[src/rtl/mult_arbiter.sv]
// ============================================================================
//  Module      : mult_arbiter
//  Description : Round-robin request/response arbiter that shares one
//                sequential multiplier between the envelope, SVF and master
//                volume requesters. Latches the winner's operands, drives the
//                multiplier start/ready handshake and returns a Q1.15-scaled,
//                saturated product to the granted requester.
//  Revision    : 1.0 - initial release
// ============================================================================
`default_nettype none

module mult_arbiter #(
    parameter int DATA_W = 16,
    parameter int FRAC   = 15
) (
    input  logic                  clk_i,
    input  logic                  rst_ni,
    input  logic [2:0]            req_i,
    input  logic [3*DATA_W-1:0]   a_i,
    input  logic [3*DATA_W-1:0]   b_i,
    output logic [2:0]            rsp_valid_o,
    output logic [DATA_W-1:0]     rsp_data_o,
    output logic [2:0]            grant_o,
    output logic                  busy_o,
    output logic                  mult_start_o,
    output logic [DATA_W-1:0]     mult_a_o,
    output logic [DATA_W-1:0]     mult_b_o,
    input  logic                  mult_ready_i,
    input  logic [2*DATA_W-1:0]   mult_prod_i
);

    typedef enum logic [1:0] {
        S_IDLE  = 2'd0,
        S_ISSUE = 2'd1,
        S_WAIT  = 2'd2,
        S_RESP  = 2'd3
    } state_t;

    // Signed DATA_W limits, sign-extended to the product width for comparison
    localparam logic signed [2*DATA_W-1:0] C_MAX = {{(DATA_W+1){1'b0}}, {(DATA_W-1){1'b1}}};
    localparam logic signed [2*DATA_W-1:0] C_MIN = {{(DATA_W+1){1'b1}}, {(DATA_W-1){1'b0}}};

    state_t                     state_q;
    logic [1:0]                 ptr_q;
    logic [1:0]                 owner_q;
    logic [DATA_W-1:0]          mult_a_q;
    logic [DATA_W-1:0]          mult_b_q;
    logic [DATA_W-1:0]          rsp_data_q;
    logic [2:0]                 rsp_valid_q;
    logic [2:0]                 grant_q;
    logic                       busy_q;
    logic                       start_q;

    logic [1:0]                 idx0_d;
    logic [1:0]                 idx1_d;
    logic [1:0]                 idx2_d;
    logic [1:0]                 winner_d;
    logic [DATA_W-1:0]          a_sel_d;
    logic [DATA_W-1:0]          b_sel_d;
    logic signed [2*DATA_W-1:0] shifted_d;
    logic [DATA_W-1:0]          sat_d;

    // Increment modulo 3 (requester indices 0..2)
    function automatic logic [1:0] f_next(input logic [1:0] x);
        return (x == 2'd2) ? 2'd0 : x + 2'd1;
    endfunction

    function automatic logic [2:0] f_onehot(input logic [1:0] x);
        logic [2:0] r;
        case (x)
            2'd1:    r = 3'b010;
            2'd2:    r = 3'b100;
            default: r = 3'b001;
        endcase
        return r;
    endfunction

    // Round-robin search starting at ptr: ptr, ptr+1, ptr+2 (mod 3)
    always_comb begin
        idx0_d = ptr_q;
        idx1_d = f_next(ptr_q);
        idx2_d = f_next(idx1_d);
        if (req_i[idx0_d])
            winner_d = idx0_d;
        else if (req_i[idx1_d])
            winner_d = idx1_d;
        else
            winner_d = idx2_d;
    end

    // Operand mux for the current arbitration winner
    always_comb begin
        a_sel_d = a_i[DATA_W-1:0];
        b_sel_d = b_i[DATA_W-1:0];
        case (winner_d)
            2'd1: begin
                a_sel_d = a_i[2*DATA_W-1:DATA_W];
                b_sel_d = b_i[2*DATA_W-1:DATA_W];
            end
            2'd2: begin
                a_sel_d = a_i[3*DATA_W-1:2*DATA_W];
                b_sel_d = b_i[3*DATA_W-1:2*DATA_W];
            end
            default: ;
        endcase
    end

    // Fixed-point scaling (floor via arithmetic shift) then clamp to DATA_W
    assign shifted_d = $signed(mult_prod_i) >>> FRAC;

    always_comb begin
        if (shifted_d > C_MAX)
            sat_d = C_MAX[DATA_W-1:0];
        else if (shifted_d < C_MIN)
            sat_d = C_MIN[DATA_W-1:0];
        else
            sat_d = shifted_d[DATA_W-1:0];
    end

    // Arbiter FSM with registered Moore outputs
    always_ff @(posedge clk_i or negedge rst_ni) begin
        if (!rst_ni) begin
            state_q     <= S_IDLE;
            ptr_q       <= 2'd0;
            owner_q     <= 2'd0;
            mult_a_q    <= '0;
            mult_b_q    <= '0;
            rsp_data_q  <= '0;
            rsp_valid_q <= 3'b000;
            grant_q     <= 3'b000;
            busy_q      <= 1'b0;
            start_q     <= 1'b0;
        end else begin
            case (state_q)
                S_IDLE: begin
                    if (|req_i) begin
                        state_q  <= S_ISSUE;
                        owner_q  <= winner_d;
                        ptr_q    <= f_next(winner_d);
                        mult_a_q <= a_sel_d;
                        mult_b_q <= b_sel_d;
                        grant_q  <= f_onehot(winner_d);
                        busy_q   <= 1'b1;
                        start_q  <= 1'b1;
                    end
                end
                S_ISSUE: begin
                    // Any ready pulse here is illegal and deliberately ignored
                    state_q <= S_WAIT;
                    start_q <= 1'b0;
                end
                S_WAIT: begin
                    if (mult_ready_i) begin
                        state_q     <= S_RESP;
                        rsp_data_q  <= sat_d;
                        rsp_valid_q <= f_onehot(owner_q);
                    end
                end
                default: begin
                    state_q     <= S_IDLE;
                    rsp_valid_q <= 3'b000;
                    grant_q     <= 3'b000;
                    busy_q      <= 1'b0;
                end
            endcase
        end
    end

    assign rsp_valid_o  = rsp_valid_q;
    assign rsp_data_o   = rsp_data_q;
    assign grant_o      = grant_q;
    assign busy_o       = busy_q;
    assign mult_start_o = start_q;
    assign mult_a_o     = mult_a_q;
    assign mult_b_o     = mult_b_q;

endmodule

`default_nettype wire

[config.mk]
export PLATFORM = sky130hd
export DESIGN_NAME = mult_arbiter
export DESIGN_NICKNAME = d
export VERILOG_FILES = /design/src/rtl/mult_arbiter.sv
export SDC_FILE = /design/constraint.sdc
export NUM_CORES = 1
export LEC_CHECK = 0
export ABC_AREA = 1
export BUFFER_PORTS_ARGS = -buffer_cell sky130_fd_sc_hd__clkbuf_2
export CORE_MARGIN = 2
export CORE_UTILIZATION = 46
export CTS_BUF_LIST = sky130_fd_sc_hd__clkbuf_4 sky130_fd_sc_hd__clkbuf_8
export DETAILED_ROUTE_END_ITERATION = 16
export PLACE_DENSITY = 0.81
export SETUP_SLACK_MARGIN = 0.4
export SLEW_MARGIN = 10
export SYNTH_ARGS = -nofsm -noshare
export SYNTH_HDL_FRONTEND = slang
export SYNTH_SLANG_ARGS = --single-unit
export TNS_END_PERCENT = 5
[constraint.sdc]
create_clock -name clk_i -period 2.2 [get_ports clk_i]
set_input_delay 0.11 -clock clk_i [delete_from_list [all_inputs] [get_ports clk_i]]
set_output_delay 0.11 -clock clk_i [all_outputs]
set_load 0.03 [all_outputs]
# [Yosys cells after proc, flatten, opt, wreduce, memory -nomap -nowiden]
# Cells that the tools add are included.
[op_classes] addsub=3 n_lt_le_gt_ge=4 eq_ne=10 n_mux=25 bitwise=2 reduce_logical=11
[ops] op="one-hot mux 16 bit (2 select lines)" n=2
[ops] op="2-to-1 mux 16 bit" n=2
[ops] op="one-hot mux 3 bit (2 select lines)" n=4
[ops] op="> comparator 17 x 16 -> 1 bit (second input constant)" n=1
[ops] op="less-than comparator 17 x 16 -> 1 bit (second input constant)" n=1
[ops] op="2-to-1 mux 2 bit" n=7
[ops] op="AND reduction 2 bit" n=6
[ops] op="== test 2 bit (second input constant)" n=5
[ops] op="adder 2 x 1 -> 2 bit (second input constant)" n=3
[ops] op="== test 2 x 1 -> 1 bit (second input constant)" n=3
[ops] op="less-than comparator 2 x 3 -> 1 bit (second input constant)" n=2
[ops] op="2-to-1 mux 3 bit" n=2
[ops] op="one-hot mux 2 bit (3 select lines)" n=1
[ops] op="binary-select mux 1 bit (select 2 bit)" n=2
[ops] op="inequality test 2 bit (second input constant)" n=2
[ops] op="one-hot mux 1 bit (2 select lines)" n=2
[ops] op="OR reduction 2 bit" n=2
[ops] op="2-to-1 mux 1 bit" n=3
[ops] op="OR reduction 3 bit" n=1
[ops] op="logical NOT 2 bit" n=1
[ops] op="NOT 1 bit" n=2
[ops] op="nonzero test 2 bit" n=1
[word_totals] ff_bits=62 input_bits=134 output_inout_bits=56 wordCells=65

# [Logic depth before layout (Yosys ltp)]
# Gate-level depths: netlist (run 1).
[depth] depth_word=10 depth_mapped=14 ltp_nobuf=12

# [Worst setup path after synthesis (run 1)]
# OpenSTA, ideal clock, no wires.
[synth_timing] path_type="register to register" from="reg ptr_q[0] (netlist: idx0_d[0])" to="reg mult_b_q[0] (netlist: mult_b_o[0])" setup_ns=0.125 t_arrival_ns=1.689 required_ns=2.075 path_slack_ns=0.386 stages_incl_launch_ff=12 synth_period_minus_slack_ns=1.814 path_cell_list="dfrtp_1 -> nor2_1 -> nand2_1 -> nand2_1 -> nand2_1 -> nand2_1 -> inv_1 -> ha_1 -> buf_2 -> buf_2 -> o2111ai_1 -> nand2_1"
[synth_between] elab_chain_cells=8 elab_cells_between_ends=15 cone_classes="add/sub (2); eq/ne (4); mux (9)"
[synth_lines] item="start: declaration" line="44" rtl="logic [1:0] ptr_q;"
[synth_lines] item="start signal: assignment" line="139" rtl="ptr_q <= f_next(winner_d);"
[synth_lines] item="adder 2 x 1 -> 2 bit / == test 2 bit (equally long branches)" line="65" rtl="return (x == 2'd2) ? 2'd0 : x + 2'd1;"
[synth_lines] item="2-to-1 mux 2 bit" line="65"
[synth_lines] item="adder 2 x 1 -> 2 bit (tied with other cells)" line="65"
[synth_lines] item="2-to-1 mux 2 bit / 2-to-1 mux 1 bit (equally long branches)" line="65, 85"
[synth_lines] item="2-to-1 mux 2 bit" line="85" rtl="else if (req_i[idx1_d])"
[synth_lines] item="2-to-1 mux 2 bit *" line="83" rtl="if (req_i[idx0_d])"
[synth_lines] item="named net winner_d[0]" line="57" rtl="logic [1:0] winner_d;"
[synth_lines] item="== test 2 bit / == test 2 x 1 -> 1 bit (equally long branches)" line="95" rtl="case (winner_d)"
[synth_lines] item="one-hot mux 16 bit (2 select lines) *" line="95"
[synth_lines] item="end signal: assignment" line="141" rtl="mult_b_q <= b_sel_d;"
[synth_lines] item="end: declaration" line="47" rtl="logic [DATA_W-1:0] mult_b_q;"
# Mark *: on every way through the listed nets, which the timed path passes. The rest lies on a longest branch. The select of a mux whose other input is x is not followed.
# A chain may end at the register's enable or synchronous reset.

# [Final worst setup path (run 1)]
[layout_timing] from="reg ptr_q[0] (netlist: idx0_d[0])" to="reg mult_a_q[7] (netlist: mult_a_o[7])"
[layout_between] elab_chain_cells=8 elab_cells_between_ends=15 cone_classes="add/sub (2); eq/ne (4); mux (9)"
[layout_lines] item="adder 2 x 1 -> 2 bit / == test 2 bit (equally long branches)" line="65"
[layout_lines] item="2-to-1 mux 2 bit" line="65"
[layout_lines] item="adder 2 x 1 -> 2 bit (tied with other cells)" line="65"
[layout_lines] item="2-to-1 mux 2 bit / 2-to-1 mux 1 bit (equally long branches)" line="65, 85"
[layout_lines] item="2-to-1 mux 2 bit" line="85"
[layout_lines] item="2-to-1 mux 2 bit *" line="83"
[layout_lines] item="named net winner_d[1]" line="57"
[layout_lines] item="== test 2 bit / == test 2 x 1 -> 1 bit (equally long branches)" line="95"
[layout_lines] item="one-hot mux 16 bit (2 select lines) *" line="95"
[layout_lines] item="end signal: assignment" line="140" rtl="mult_a_q <= a_sel_d;"
[layout_lines] item="end: declaration" line="46" rtl="logic [DATA_W-1:0] mult_a_q;"
# Marks and branches as above.

==> run summary, run 1 <==
status: complete, no violations
vias in the first global route: 3566
mapped cell area: 3450 sq um
Seq/Total Area, Yosys: 45.0%
gr busiest metal: met2
Core Area: 7250 sq um
Filler Cells Inserted: 582
drt first pass iters: 4
Avg Cell Area, Syn: 8.06 sq um
total of warnings raised by yosys: 0
library cells used by synthesis: 24
initial antenna violation count: 0
most frequent cells in the layout: nand2_1, clkbuf_2, dfrtp_1, nand3_1, o2111ai_1
Vias/cell: 5.15
placed insts: 680
CTS buffer count: 9
area delta synth->final: 41.6%
LEAKAGE: 2.58 nW
Top Ports: 190
Congestion Overflow GR: 0
RSZ-0062 raised after global routing: true
WL/cell: 14.9 microns
largest net degree at the start of global routing: 38
Root Driver: clkbuf_8
required time of the critical path: 2.39 ns
worst-path fanout max: 20
share of cells above drive strength 1: 41.2%
fmax: 537 MHz
Seq cells post-synth: 62
Synth Instances: 428
Rel. slew slack: 55.0%
Post-DP HPWL: 7350 microns
Worst EP arrival: 2.05 ns
met3 track demand over resource: 5.43%
cell area after layout: 4880 sq um
critical path class: register to register
DIE AREA: 8210 sq um
final hold violation count: 0
first-pass GRT wire length: 16800 microns
routing usage on met2: 44.0%
clock-pin slew on the worst setup and hold paths: 0.07 ns
sum of negative setup slack: 0 ns
TritonCTS clock tree: yes
DRT iter0 DRCs: 163
final design utilization: 67.3%
Worst setup EP type: register
die width: 90.6 microns
Antenna Nets Post-Route: 0
worst slew pin tran: 0.674 ns
H-tree levels: 3
Max Transition Viols Final: 0
commonest non-fill, non-tap cell in the layout: nand2_1
Max Cap Viol: 0
fin crit share: 84.7%
GRT Total Usage: 25.2%
cell row count: 31
DRC Markers: 0
Antenna Cells: 0
Hold Path Class: input pin to register
TritonCTS Sinks: 62
Worst Skew: 0.0129 ns
Placer Congestion: 0.829
Layout Nets: 756
vias after detailed routing: 3688
total nets after synthesis: 571
Final Critical Period: 1.86 ns
Final Non-Filler Cells: 716
# setup viols final: 0
M1 GR Usage: 30.3%
Die Ht: 90.6 microns
Starting Density: 47.6%
I/O Buffers: 174
Tot Pwr: 0.00855 W
clk buf depth: 2
placed cell area: 4340 sq um
latest clock arrival within the worst-skew pair: 0.32 ns
DRT Wirelength: 10600 microns
pwr/cell area: 1750 nW/um^2
VDD IR max: 0.923 mV
Worst Setup Start Kind: register
==> per-stage QoR <==
step	setup WS, ns	hold WS [ns]
4_1_cts	0.367	0.00668
6_report	0.337	0.0496
3_5_place_dp	0.201	0.101
2_1_floorplan	0.399	-0.186
5_1_grt	0.252	0.0423
3_3_place_gp	0.287	0.0929
==> where the power goes <==
| part | switching [W] | total (W) | internal [W] |
|---|---|---|---|
| sequential | 0.000343 | 0.00204 | 0.00170 |
| clock | 0.000409 | 0.000910 | 0.000502 |
| combinational | 0.00350 | 0.00560 | 0.00210 |
==> routing by layer <==
metal	part of all wire (%)	wire length, microns	vias to the layer above
met5	0	0	-
met4	2.1	228	0
met3	7.0	741	21
met2	50	5330	165
met1	41	4350	1704
li1	-	-	1798
==> layout make-up <==
| class | instances | area, sq um | share of cell area, % |
|---|---|---|---|
| Timing Repair Buffer | 206 | 1260 | 25.8 |
| Clock inverter | 1 | 5.00 | 0.102 |
| Tap cell | 99 | 124 | 2.54 |
| Sequential cell | 62 | 1550 | 31.8 |
| Multi-Input combinational cell | 317 | 1700 | 34.9 |
| Clock buffer | 14 | 174 | 3.56 |
| Inverter | 17 | 63.8 | 1.31 |
==> kinds of logic after synthesis <==
group                    count (synthesis)  share of synthesized area [%]
AND/OR/NAND/NOR                        235                           28.5
AO/OA/AOI/OAI                           73                           15.5
flip-flops                              62                           45.0
buffers and inverters                   49                           7.80
adder cells (fa/ha/maj)                  9                           3.26
==> path summary, 6_finish.rpt <==
kind	cells after the start	slack [ns]	from	to
worst max-delay path	10	0.34	idx0_d[0]	mult_a_o[7]
worst min-delay path	3	0.05	b_i[8]	mult_b_o[8]
worst max register to register	10	0.34	idx0_d[0]	mult_a_o[7]
worst min register to register	2	0.48	mult_b_o[11]	mult_b_o[11]
max in group asynchronous	3	1.15	rst_ni	mult_b_o[14]
min in group asynchronous	2	0.29	rst_ni	rsp_valid_o[2]
==> critical path, cell delays in order (launching register included) <==
cell,delay [ns]
dfrtp_2,0.45
buf_4,0.15
nand3_1,0.07
nand2_1,0.05
nand2_1,0.07
nand2_2,0.07
inv_2,0.10
ha_4,0.26
buf_16,0.18
o2111ai_1,0.24
nand2_1,0.09
==> registers in the layout, summed over array words and instances, names as in the netlist <==
signal,flops
mult_b_o,16
busy_o,1
grant_o,3
state_q,2
mult_a_o,16
owner_q,2
rsp_valid_o,3
rsp_data_o,16
idx0_d,2
mult_start_o,1
==> cell usage after synthesis (all sizes together) <==
master | count | area (sq um)
a21oi | 32 | 209
buf | 31 | 201
clkbuf | 1 | 3.75
dfrtp | 62 | 1550
ha | 9 | 113
inv | 17 | 63.8
nand2 | 193 | 759
nand3 | 36 | 193
nand4 | 1 | 6.26
nor2 | 4 | 17.5
o2111ai | 32 | 280
o21ai | 9 | 45.0
or2 | 1 | 6.26
==> repair_timing <==
item | in CTS | in global routing
buffers inserted | 2 | 0
gates resized for setup | 20 | 10
gates cloned | 1 | 2
hold buffers | 15 | 1
endpoints found under the setup margin | 33 | 33
pin swaps | 5 | 1
endpoints found under the hold margin | 32 | 1
Note: power is estimated with default switching activity, not from simulation.
==> inputs of run 2 (changes only) <==
- ABC_AREA: 1 -> 0
- CORE_UTILIZATION: 46 -> 45
- clock period: 2.2 -> 1.84 ns (I/O delays scaled with it)
==> run 2 against run 1 <==
The flow now finishes with violations (setup timing). Utilization rose by 4.3 points. First-iteration DRC count fell by 31%. Combinational power rose by 11%. Cell count fell by 13%. Register-to-register slack got worse by 0.53 ns. Critical path type unchanged. Largest cell class unchanged.
==> run summary, run 2 <==
status: finished, violations left (was complete, no violations)
failing checks: setup timing
Post-DP HPWL: 6580 microns (was 7350 microns)
combinational power share: 63.3% (was 65.5%)
I/O Buffers: 174 (unchanged)
commonest non-fill, non-tap cell in the layout: clkbuf_2 (was nand2_1)
mapped cell area: 3280 sq um (was 3450 sq um)
die width: 89.4 microns (was 90.6 microns)
Seq/Total Area, Yosys: 47.3% (was 45.0%)
DRC Markers: 0 (unchanged)
Synth Instances: 334 (was 428)
ranking of synthesized cells by area: dfrtp_1, a21o_1, a211oi_1 (was dfrtp_1, nand2_1, o2111ai_1)
Placer Congestion: 0.748 (was 0.829)
H-tree levels: 3 (unchanged)
# setup viols final: 33 (was 0)
Layout Nets: 660 (was 756)
DP Worst Slack: -0.255 ns (was 0.201 ns)
DIE AREA: 7990 sq um (was 8210 sq um)
Worst Setup Start Kind: register (unchanged)
library cells used by synthesis: 26 (was 24)
sum of negative setup slack: -4.95 ns (was 0 ns)
critical path class: register to register (unchanged)
dominant cell type by area after synthesis: dfrtp_1 (unchanged)
Hold Path Class: input pin to register (unchanged)
Worst Skew: 0.0109 ns (was 0.0129 ns)
Tot Pwr: 0.00983 W (was 0.00855 W)
TritonCTS Sinks: 62 (unchanged)
Final Non-Filler Cells: 621 (was 716)
RSZ-0062 raised after global routing: true (unchanged)
VDD IR max: 1.20 mV (was 0.923 mV)
share of cells above drive strength 1: 54.6% (was 41.2%)
cell row count: 31 (unchanged)
pwr/cell area: 1920 nW/um^2 (was 1750 nW/um^2)
leading cell type by number of instances after synthesis: dfrtp_1 (was nand2_1)
vias after detailed routing: 3366 (was 3688)
area delta synth->final: 55.9% (was 41.6%)
Synth Flop Type: dfrtp_1 (unchanged)
Antenna Cells: 0 (unchanged)
CTS buffer count: 9 (unchanged)
final hold violation count: 0 (unchanged)
largest net degree at the start of global routing: 63 (was 38)
Rel. slew slack: 65.5% (was 55.0%)
Congestion Overflow GR: 0 (unchanged)
met3 track demand over resource: 4.43% (was 5.43%)
LEAKAGE: 2.71 nW (was 2.58 nW)
Die Ht: 89.4 microns (was 90.6 microns)
most frequent cells in the layout: clkbuf_2, dfrtp_1, a21o_1, nor2_1, a211oi_1 (was nand2_1, clkbuf_2, dfrtp_1, nand3_1, o2111ai_1)
latest clock arrival within the worst-skew pair: 0.33 ns (was 0.32 ns)
DRT Wirelength: 9810 microns (was 10600 microns)
first-pass GRT wire length: 13600 microns (was 16800 microns)
worst-path fanout max: 26 (was 20)
Max Transition Viols Final: 0 (unchanged)
Worst setup EP type: register (unchanged)
Core Area: 7140 sq um (was 7250 sq um)
post-synth top area share: 47.3% (was 45.0%)
Max Cap Viol: 0 (unchanged)
Seq cells post-synth: 62 (unchanged)
placed insts: 596 (was 680)
worst setup margin: -0.193 ns (was 0.337 ns)
vias in the first global route: 3017 (was 3566)
Flop pwr share: 24.5% (was 23.8%)
fmax: 492 MHz (was 537 MHz)
initial antenna violation count: 0 (unchanged)
Commonest cells post-synth: dfrtp_1, a21o_1, nor2_1 (was nand2_1, dfrtp_1, nand3_1)
WL/cell: 15.8 microns (was 14.9 microns)
Pint: 0.00538 W (was 0.00429 W)
Async SR Flop Fraction: 100% (unchanged)
TritonCTS clock tree: yes (unchanged)
EDFF count, synth: 0 (unchanged)
routing usage on met2: 37.2% (was 44.0%)
Avg Cell Area, Syn: 9.82 sq um (was 8.06 sq um)
Top Ports: 190 (unchanged)
clock-pin slew on the worst setup and hold paths: 0.07 ns (about the same)
required time of the critical path: 2.05 ns (was 2.39 ns)
fin crit share: 110% (was 84.7%)
Final Critical Period: 2.03 ns (was 1.86 ns)
gr busiest metal: met2 (unchanged)
M1 GR Usage: 27.3% (was 30.3%)
Antenna Nets Post-Route: 0 (unchanged)
total nets after synthesis: 477 (was 571)
Worst EP arrival: 2.24 ns (was 2.05 ns)
Net Sw Power: 0.00446 W (was 0.00425 W)
Switching Share: 45.3% (was 49.8%)
GRT Total Usage: 22.0% (was 25.2%)
Starting Density: 46.0% (was 47.6%)
DRT iter0 DRCs: 112 (was 163)
Clock power frac: 12.3% (was 10.7%)
worst slew pin tran: 0.518 ns (was 0.674 ns)
drt first pass iters: 5 (was 4)
total of warnings raised by yosys: 0 (unchanged)
Root Driver: clkbuf_8 (unchanged)
Vias/cell: 5.42 (was 5.15)
clk buf depth: 2 (unchanged)
[run 2: changes by cell type after synthesis, sizes merged, moves of 32 or more]
cell	change
a211oi	+47
nand3	-36
nand2	-175
o2111ai	-32
a21o	+49
a22oi	+32
nor2	+44
[run 2: final cells by class]
cell class,count,area (sq um)
Timing Repair Buffer,202,1280
Tap cell,99,124
Sequential cell,62,1550
Clock buffer,12,159
Clock inverter,4,45.0
Inverter,9,33.8
Multi-Input combinational cell,233,1920
Fill cell,543,2020
[run 2: critical path, stage by stage, from the launching register on]
cell and delay, ns:
dfrtp_1 0.38, buf_6 0.11, nor2b_1 0.03, o41a_1 0.48, ha_2 0.25, buf_12 0.17, a22oi_1 0.22, a211oi_2 0.10
a21o_1 0.16
[run 2: metal layers]
metal	vias up	share of wire, %
li1	1593	-
met1	1596	40
met2	161	51
met3	16	7.1
met4	0	1.8
met5	-	0
[run 2: path summary, 6_finish.rpt]
check / from / slack [ns] / end / depth (start not counted)
worst min-delay path: a_i[8] / 0.15 / mult_a_o[8] / 4
max in group asynchronous: rst_ni / 1.25 / mult_a_o[9] / 3
worst max register to register: idx0_d[0] / -0.19 / mult_b_o[5] / 8
min in group asynchronous: rst_ni / 0.31 / rsp_valid_o[0] / 3
worst max-delay path: idx0_d[0] / -0.19 / mult_b_o[5] / 8
worst min register to register: mult_a_o[8] / 0.48 / mult_a_o[8] / 1
[run 2: through the flow]
stage | util [%] | area (sq um) | hold slack (ns)
after floorplan | - | 3320 | -0.204
after global placement | 61.6 | 4400 | 0.125
after detailed placement | 61.6 | 4400 | 0.128
after CTS | 66.8 | 4770 | 0.135
after global routing | 71.7 | 5110 | 0.158
final | 71.7 | 5110 | 0.149
[run 2: repair_timing]
action | in CTS | in global routing
resized for setup | 20 | 55
setup buffers | 3 | 1
endpoints found under the hold margin | 62 | 0
pin swaps | 7 | 15
cloned | 1 | 3
hold buffers | 1 | 0
endpoints found under the setup margin | 44 | 55
[run 2: power groups by stage]
stage	clock, W	sequential, W	combinational [W]
2_1_floorplan	0	0.00345	0.00241
3_3_place_gp	0	0.00237	0.00486
3_5_place_dp	0	0.00240	0.00498
4_1_cts	0.00124	0.00239	0.00543
5_1_grt	0.00130	0.00247	0.00665
6_report	0.00121	0.00241	0.00622
[run 2: kinds of logic after synthesis]
| logic type | synth area share (%) |
|---|---|
| muxes | 1.37 |
| DFF | 47.3 |
| buffers and inverters | 4.73 |
| AOI/OAI and AO/OA | 33.6 |
| adders and majority gates | 3.43 |
| and+or+nand+nor | 9.58 |
